<file path="config.mk">
export PLATFORM = sky130hd
export DESIGN_NAME = serial_pattern_gen
export DESIGN_NICKNAME = d
export VERILOG_FILES = /design/src/rtl/serial_pattern_gen.sv
export SDC_FILE = /design/constraint.sdc
export NUM_CORES = 1
export LEC_CHECK = 0
export ABC_AREA = 1
export ABC_CLOCK_PERIOD_IN_PS = 4000
export BUFFER_PORTS_ARGS = -buffer_cell sky130_fd_sc_hd__buf_4
export CAP_MARGIN = 5
export CORE_UTILIZATION = 40
export CTS_CLUSTER_SIZE = 12
export DETAILED_ROUTE_END_ITERATION = 12
export SYNTH_ARGS = -nofsm -noshare
export SYNTH_HDL_FRONTEND = slang
export SYNTH_SLANG_ARGS = --single-unit
</file>
<file path="constraint.sdc">
create_clock -name sclk -period 4 [get_ports sclk]
set_input_delay 0.2 -clock sclk [delete_from_list [all_inputs] [get_ports sclk]]
set_output_delay 0.2 -clock sclk [all_outputs]
set_load 0.01 [all_outputs]
</file>
<file path="src/rtl/serial_pattern_gen.sv">
// Multi-lane framed serial test-pattern generator: counter, PRBS-7, fixed and walking-one patterns.
// Latency: first frame bit appears on odata at the same clock edge that samples en=1 (1 cycle).
// Backpressure: none; free-running source. en only gates frame starts, and a frame in flight always completes.
//
// Ports:
//   sclk         clock, all logic on the rising edge
//   rst          synchronous active-high reset, overrides everything including a frame in flight
//   en           run enable, sampled in IDLE, at the end of the gap, or at frame end when GAP=0
//   mode         0 counter, 1 PRBS-7, 2 fixed load_val, 3 walking-one; latched at frame start
//   load_val     word sent by every lane in fixed mode; latched at frame start
//   odata        serial data, bit c = lane c, MSB first, zero outside a frame
//   ovalid       high on every cycle carrying a frame bit
//   frame_start  pulse on the first bit of a frame
//   frame_done   pulse on the last bit of a frame
module serial_pattern_gen #(
  parameter int WIDTH       = 8,
  parameter int CHANNELS    = 2,
  parameter int FRAME_WORDS = 4,
  parameter int GAP         = 2
) (
  input  logic                sclk,
  input  logic                rst,
  input  logic                en,
  input  logic [1:0]          mode,
  input  logic [WIDTH-1:0]    load_val,
  output logic [CHANNELS-1:0] odata,
  output logic                ovalid,
  output logic                frame_start,
  output logic                frame_done
);

  // Elaboration-time guards on the supported parameter ranges.
  if (WIDTH < 2 || WIDTH > 32) begin : g_bad_width
    $error("serial_pattern_gen: WIDTH must be 2..32");
  end
  if (CHANNELS < 1 || CHANNELS > 8) begin : g_bad_channels
    $error("serial_pattern_gen: CHANNELS must be 1..8");
  end
  if (FRAME_WORDS < 1) begin : g_bad_words
    $error("serial_pattern_gen: FRAME_WORDS must be >= 1");
  end
  if (GAP < 0) begin : g_bad_gap
    $error("serial_pattern_gen: GAP must be >= 0");
  end

  localparam int BW = $clog2(WIDTH);
  localparam int KW = (FRAME_WORDS > 1) ? $clog2(FRAME_WORDS) : 1;
  localparam int GW = (GAP > 1) ? $clog2(GAP) : 1;

  localparam logic [1:0] M_COUNT = 2'd0;
  localparam logic [1:0] M_PRBS  = 2'd1;
  localparam logic [1:0] M_FIXED = 2'd2;
  localparam logic [1:0] M_WALK  = 2'd3;

  typedef enum logic [1:0] {
    ST_IDLE  = 2'd0,
    ST_SHIFT = 2'd1,
    ST_GAP   = 2'd2
  } state_t;

  state_t           state;
  logic [1:0]       mode_q;
  logic [WIDTH-1:0] load_q;
  logic [WIDTH-1:0] seq;
  logic [BW-1:0]    bit_cnt;
  logic [KW-1:0]    word_cnt;
  logic [GW-1:0]    gap_cnt;
  logic [WIDTH-1:0] shreg [CHANNELS];
  logic [6:0]       lfsr  [CHANNELS];

  logic             last_bit;
  logic             last_word;
  logic             frame_end;
  logic             gap_end;
  logic             start;
  logic             emit;
  logic             word_load;
  logic [1:0]       cur_mode;
  logic [WIDTH-1:0] cur_fixed;
  logic [WIDTH-1:0] seq_next;
  logic [WIDTH-1:0] cur_base;
  int               cur_k;
  logic [BW-1:0]    nxt_bit;
  logic [KW-1:0]    nxt_word;
  logic             nxt_done;
  logic [WIDTH-1:0] ld_word [CHANNELS];

  // Parallel word for lane c, word index k of a frame. PRBS is produced bit by
  // bit from the lane LFSR, so it has no word form here.
  function automatic logic [WIDTH-1:0] pattern_word(
    input logic [1:0]       m,
    input logic [WIDTH-1:0] fixed,
    input logic [WIDTH-1:0] base,
    input int               k,
    input int               c
  );
    logic [WIDTH-1:0] w;
    w = '0;
    case (m)
      M_COUNT: w = base + WIDTH'(k) + WIDTH'(c);
      M_FIXED: w = fixed;
      M_WALK:  w = WIDTH'(1) << ((k + c) % WIDTH);
      default: w = '0;
    endcase
    return w;
  endfunction

  always_comb begin
    last_bit  = (bit_cnt == BW'(WIDTH - 1));
    last_word = (word_cnt == KW'(FRAME_WORDS - 1));
    frame_end = (state == ST_SHIFT) && last_bit && last_word;
    gap_end   = (GAP > 0) && (state == ST_GAP) &&
                (gap_cnt == GW'((GAP > 0) ? GAP - 1 : 0));
    // With no gap, en is evaluated on the last bit so frames run back to back.
    start     = en && ((state == ST_IDLE) || gap_end || ((GAP == 0) && frame_end));
    emit      = start || ((state == ST_SHIFT) && !frame_end);
    word_load = start || ((state == ST_SHIFT) && last_bit);

    // The frame-start edge uses the live inputs; they are latched at the same edge.
    cur_mode  = start ? mode : mode_q;
    cur_fixed = start ? load_val : load_q;
    seq_next  = seq + WIDTH'(FRAME_WORDS);
    // Back-to-back start: seq has not been written yet, so use its next value.
    cur_base  = (start && frame_end) ? seq_next : seq;
    cur_k     = start ? 0 : int'(word_cnt) + 1;

    nxt_bit   = (start || last_bit) ? '0 : bit_cnt + BW'(1);
    if (start) begin
      nxt_word = '0;
    end else if (last_bit) begin
      nxt_word = word_cnt + KW'(1);
    end else begin
      nxt_word = word_cnt;
    end
    nxt_done  = (nxt_bit == BW'(WIDTH - 1)) && (nxt_word == KW'(FRAME_WORDS - 1));

    for (int c = 0; c < CHANNELS; c++) begin
      ld_word[c] = pattern_word(cur_mode, cur_fixed, cur_base, cur_k, c);
    end
  end

  always_ff @(posedge sclk) begin
    if (rst) begin
      state       <= ST_IDLE;
      mode_q      <= M_COUNT;
      load_q      <= '0;
      seq         <= '0;
      bit_cnt     <= '0;
      word_cnt    <= '0;
      gap_cnt     <= '0;
      odata       <= '0;
      ovalid      <= 1'b0;
      frame_start <= 1'b0;
      frame_done  <= 1'b0;
      for (int c = 0; c < CHANNELS; c++) begin
        shreg[c] <= '0;
        lfsr[c]  <= 7'(c + 1);
      end
    end else begin
      // Frame-level control.
      if (start) begin
        mode_q <= mode;
        load_q <= load_val;
      end
      if (frame_end) begin
        seq     <= seq_next;
        gap_cnt <= '0;
      end else if (state == ST_GAP && !gap_end) begin
        gap_cnt <= gap_cnt + GW'(1);
      end

      if (start) begin
        state <= ST_SHIFT;
      end else if (frame_end) begin
        state <= (GAP > 0) ? ST_GAP : ST_IDLE;
      end else if (gap_end) begin
        state <= ST_IDLE;
      end

      if (emit) begin
        bit_cnt  <= nxt_bit;
        word_cnt <= nxt_word;
      end

      // Registered strobes.
      ovalid      <= emit;
      frame_start <= start;
      frame_done  <= emit && nxt_done;

      // Per-lane serial data.
      for (int c = 0; c < CHANNELS; c++) begin
        if (!emit) begin
          odata[c] <= 1'b0;
        end else if (cur_mode == M_PRBS) begin
          // LFSR steps only when it produces a valid bit, so the sequence
          // continues across gaps and frames without reseeding.
          odata[c] <= lfsr[c][6];
          lfsr[c]  <= {lfsr[c][5:0], lfsr[c][6] ^ lfsr[c][5]};
        end else if (word_load) begin
          odata[c] <= ld_word[c][WIDTH-1];
          shreg[c] <= ld_word[c] << 1;
        end else begin
          odata[c] <= shreg[c][WIDTH-1];
          shreg[c] <= shreg[c] << 1;
        end
      end
    end
  end

endmodule

</file>
Word level (Yosys, flattened, before mapping). Memory sizes are Yosys's and may differ from the RTL's. Index checks and enable logic that the tools add are counted.

Memories kept: 2. Bits in writable memories: 28. Logic and storage cells: 106. Bits in registers: 31. Output and inout bits: 5.

Memory list: lfsr (depth 2, bits a word 7, rd ports 2, clocked after Yosys merged registers in 0, wr ports 2, RTL line 69) `logic [6:0] lfsr [CHANNELS];`; shreg (depth 2, bits a word 7, rd ports 2, clocked after Yosys merged registers in 0, wr ports 2, RTL line 68) `logic [WIDTH-1:0] shreg [CHANNELS];`.

Mux-type cells: 38. Reductions and logical operators: 24. Bitwise operators: 11. Equality and inequality tests: 9. Add/subtract/negate cells: 8. Shifts and indexed selects: 2.

Operators with widths (count): $shl A1 B32 Y8 const A (2); $pmux W8 S3 (2); $mux W7 (6); $mux W1 (21); $mux W8 (2); $eq A2 B2 Y1 const B (5); $mux W2 (5); $logic_and A1 B1 Y1 (9); $add A8 B1 Y8 const B (1); $add A8 B3 Y8 (1); $add A8 B3 Y8 const B (1); $add A3 B1 Y3 const B (2); $eq A3 B3 Y1 const B (2); $mux W3 (2); $or A1 B1 Y1 (6); $reduce_or A2 Y1 (3); $reduce_or A3 Y1 (2); $eq A2 B1 Y1 const B (2); $logic_not A2 Y1 (2); $logic_or A1 B1 Y1 (4); $add A2 B1 Y3 const B (1); $reduce_bool A3 Y1 (1); $add A2 B1 Y2 const B (1); $and A1 B1 Y1 const A (2); other kinds (5) (7).

Longest topological paths before layout.
Word-level depth: 12. Mapped depth: 18. Mapped depth without buffers: 17.

Worst setup path before layout. No wires, ideal clock.

Path type: reg-to-reg. Start point: register bit_cnt[0]. End point: memory lfsr[0][0], enable pin. Arrival: 2.218 ns. Buffers on the path: 0. Setup slack: 1.378 ns. Required time: 3.596 ns. Stages on the path, launching flop included: 8. Library setup time: 0.404 ns. Cell sequence: dfxtp_1 > ha_1 > ha_1 > nand4_2 > nand3_1 > nand2_1 > inv_1 > o21ai_0.

RTL lines: start: declaration (RTL line 65) `logic [BW-1:0] bit_cnt;`; start signal: assignment (RTL line 181) `bit_cnt <= nxt_bit;`; end: declaration (RTL line 69).

==> run summary <==
antenna violations before repair -> 0
DRT antenna net count -> 0
CTS clk-pin slew, worst paths -> 0.07 ns
DP HPWL -> 4.91 mm
worst hold-check path type -> primary input to register
post-place setup slack -> 1.40 ns
Post-CTS Hold Buffers -> 0
Period Utilization, post-route -> 0.661
Mapped Avg Cell Area -> 7.69 sq um
placed insts -> 519
post-DR vias/cell -> 4.83
CTS H-Tree Depth -> 3
CP Data Required Time -> 4.10 ns
worst reg-to-reg path cell count -> 14
Post-Synthesis Cells -> 411
io pins -> 18
Slew @ Worst Pin -> 0.393 ns
WHS Path Cells -> 3
critical path peak fanout -> 24
Pleak -> 1.68 nW
cell accounting for the most synthesized area -> edfxtp_1
post-synthesis sequential area ratio -> 0.447
post-synthesis async set-or-reset flop share -> 0
top-area cell type share of the netlist area -> 0.257
Pre-antenna DRT Iters -> 4
share of cells above drive strength 1 -> 0.127
routed vias -> 2,583
Max clock buf depth -> 2
DR iter-0 viols -> 143
max cap viols -> 0
Final #Nets -> 454
Final Max Slew Viols -> 0
Placed Area -> 3350 sq um
number of synthesis warnings -> 0
fin worst setup slack -> 1.35 ns
RD Place Congestion -> 0.865
Die Area -> 8260 sq um
Worst Setup Start Kind -> register
antenna cells -> 0
Post-Syn Area -> 3160 sq um
Slew HR -> 0.737
CP Capture Type -> register
PortBufs -> 17
Initial Utilization -> 0.411
unique cell type count in the Yosys netlist -> 32
Clock Latency Late Sink -> 0.34 ns
post-CTS setup buffer count -> 0
drt drc -> 0
Layout Utilization -> 0.468
top cells by area, synth -> edfxtp_1 (26%), dfxtp_1 (19%), nand2_1 (15%)
Final Non-Filler Cells -> 535
power per cell area -> 432 nW/um^2
CTS tree -> built
Synth Flop Type -> dfxtp_1
vias in the first global route -> 2,505
wire per inst -> 12.3 microns
Synthesized Nets -> 437
TritonCTS Sinks -> 57
clock root buffer -> clkbuf_8
Synth top cells by count -> nand2_1 (130), inv_1 (48), nand3_1 (47), nor2_1 (33), dfxtp_1 (30)
crit path DAT -> 2.75 ns
largest net degree at the start of global routing -> 25
Max Fclk -> 378 MHz
outcome -> completed
Setup-failing EPs final -> 0
core area -> 7690 sq um
final WL -> 6.56 mm
GR Util All Layers -> 0.174
Post-synth EDFFs -> 27
fin area -> 3600 sq um
min Tclk post-route -> 2.65 ns
die width -> 90.9 microns
Post-CTS Resized -> 0
RSZ-0062 raised after global routing -> false
global-route wire length before repair -> 11.2 mm
die height -> 90.9 microns
CTS Buf Count -> 9
kind of critical path -> register to register
Layout area overhead -> 13.9%
VDD IR max -> 0.410 mV
total negative slack -> 0 ns
global route overflow -> 0
site row count -> 32
#FFs+latches synth -> 57
Clock Skew -> 0.0113 ns
Hold Fails Final Rpt -> 0
count leader, synth -> nand2_1
## registers in the layout (all words and copies together), names as in the netlist, 2 cells and up
register / flops
state: 2
shreg: 14
lfsr: 14
bit_cnt: 3
seq: 6
word_cnt: 2
load_q: 8
mode_q: 2
odata: 2
## final cells by class
class / instances / area (sq um)
Tap cell: 102 / 128
Sequential cell: 57 / 1410
Multi-Input combinational cell: 290 / 1480
Inverter: 52 / 200
Timing Repair Buffer: 18 / 135
Clock inverter: 7 / 125
Clock buffer: 9 / 124
Fill cell: 793 / 4090
## logic make-up after synthesis
| group | Yosys count | share of synthesized area |
|---|---|---|
| AOI/OAI and AO/OA | 34 | 0.0618 |
| xor gates and xnor gates | 7 | 0.0194 |
| adders and majority gates | 13 | 0.0515 |
| buffers and inverters | 64 | 0.0867 |
| DFF | 57 | 0.447 |
| and+or+nand+nor | 236 | 0.334 |
## report_power, final
part	total, W	internal (W)	switching, W
sequential	0.000672	0.000655	0.0000166
combinational	0.000211	0.0000666	0.000145
clock	0.000672	0.000420	0.000252
total	0.00155	0.00114	0.000413
## layer usage
metal	global-route usage	wire length, microns	vias to the layer above
li1	-	-	1363
met1	0.230	3230	1164
met2	0.270	2930	39
met3	0.0396	220	17
met4	0.0794	173	0
met5	0	0	-
## placed cells by master (no fill, tap or decap), types with 2 or more instances in the layout
cell,synthesis,routed
inv_1,48,48
nand2_2,4,4
inv_2,2,2
clkbuf_8,0,9
clkinv_4,0,2
o21ai_0,8,7
inv_4,2,2
a21oi_1,18,18
o22ai_1,4,4
nand2_1,130,130
edfxtp_1,27,27
bufinv_16,0,3
buf_4,1,18
nor2_2,3,3
nand3_1,47,47
a22oi_1,2,2
nor2_1,33,33
xnor2_1,4,4
xor2_1,3,3
nand4_1,9,9
nand2_4,2,2
inv_6,0,2
dfxtp_1,30,30
nor2_4,3,3
ha_1,13,13
## critical path, stage by stage, from the launching register on
cell and delay [ns]:
dfxtp_1 0.36, nor2_2 0.17, nand2_4 0.20, nand2_1 0.21, inv_1 0.13, ha_1 0.28
ha_1 0.24, xnor2_1 0.31, nor2_1 0.10, inv_1 0.08, o21ai_0 0.08, nand3_1 0.07
nand3_1 0.06, nand2_1 0.06, nand2_1 0.04
## through the flow
stage | total power, W | hold slack (ns)
global route | 0.00163 | 0.151
floorplan | 0.000843 | 0.365
CTS | 0.00158 | 0.126
detailed placement | 0.000897 | 0.459
finish | 0.00155 | 0.141
global placement | 0.000895 | 0.458
## worst paths after layout
kind	slack [ns]	endpoint	from
setup / recovery	1.35	shreg[1][6]	state[0]
hold / removal	0.14	load_q[2]	load_val[2]
setup reg to reg	1.35	shreg[1][6]	state[0]
hold reg to reg	0.47	bit_cnt[2]	bit_cnt[2]
No activity file was read; power rests on OpenSTA's default activity.
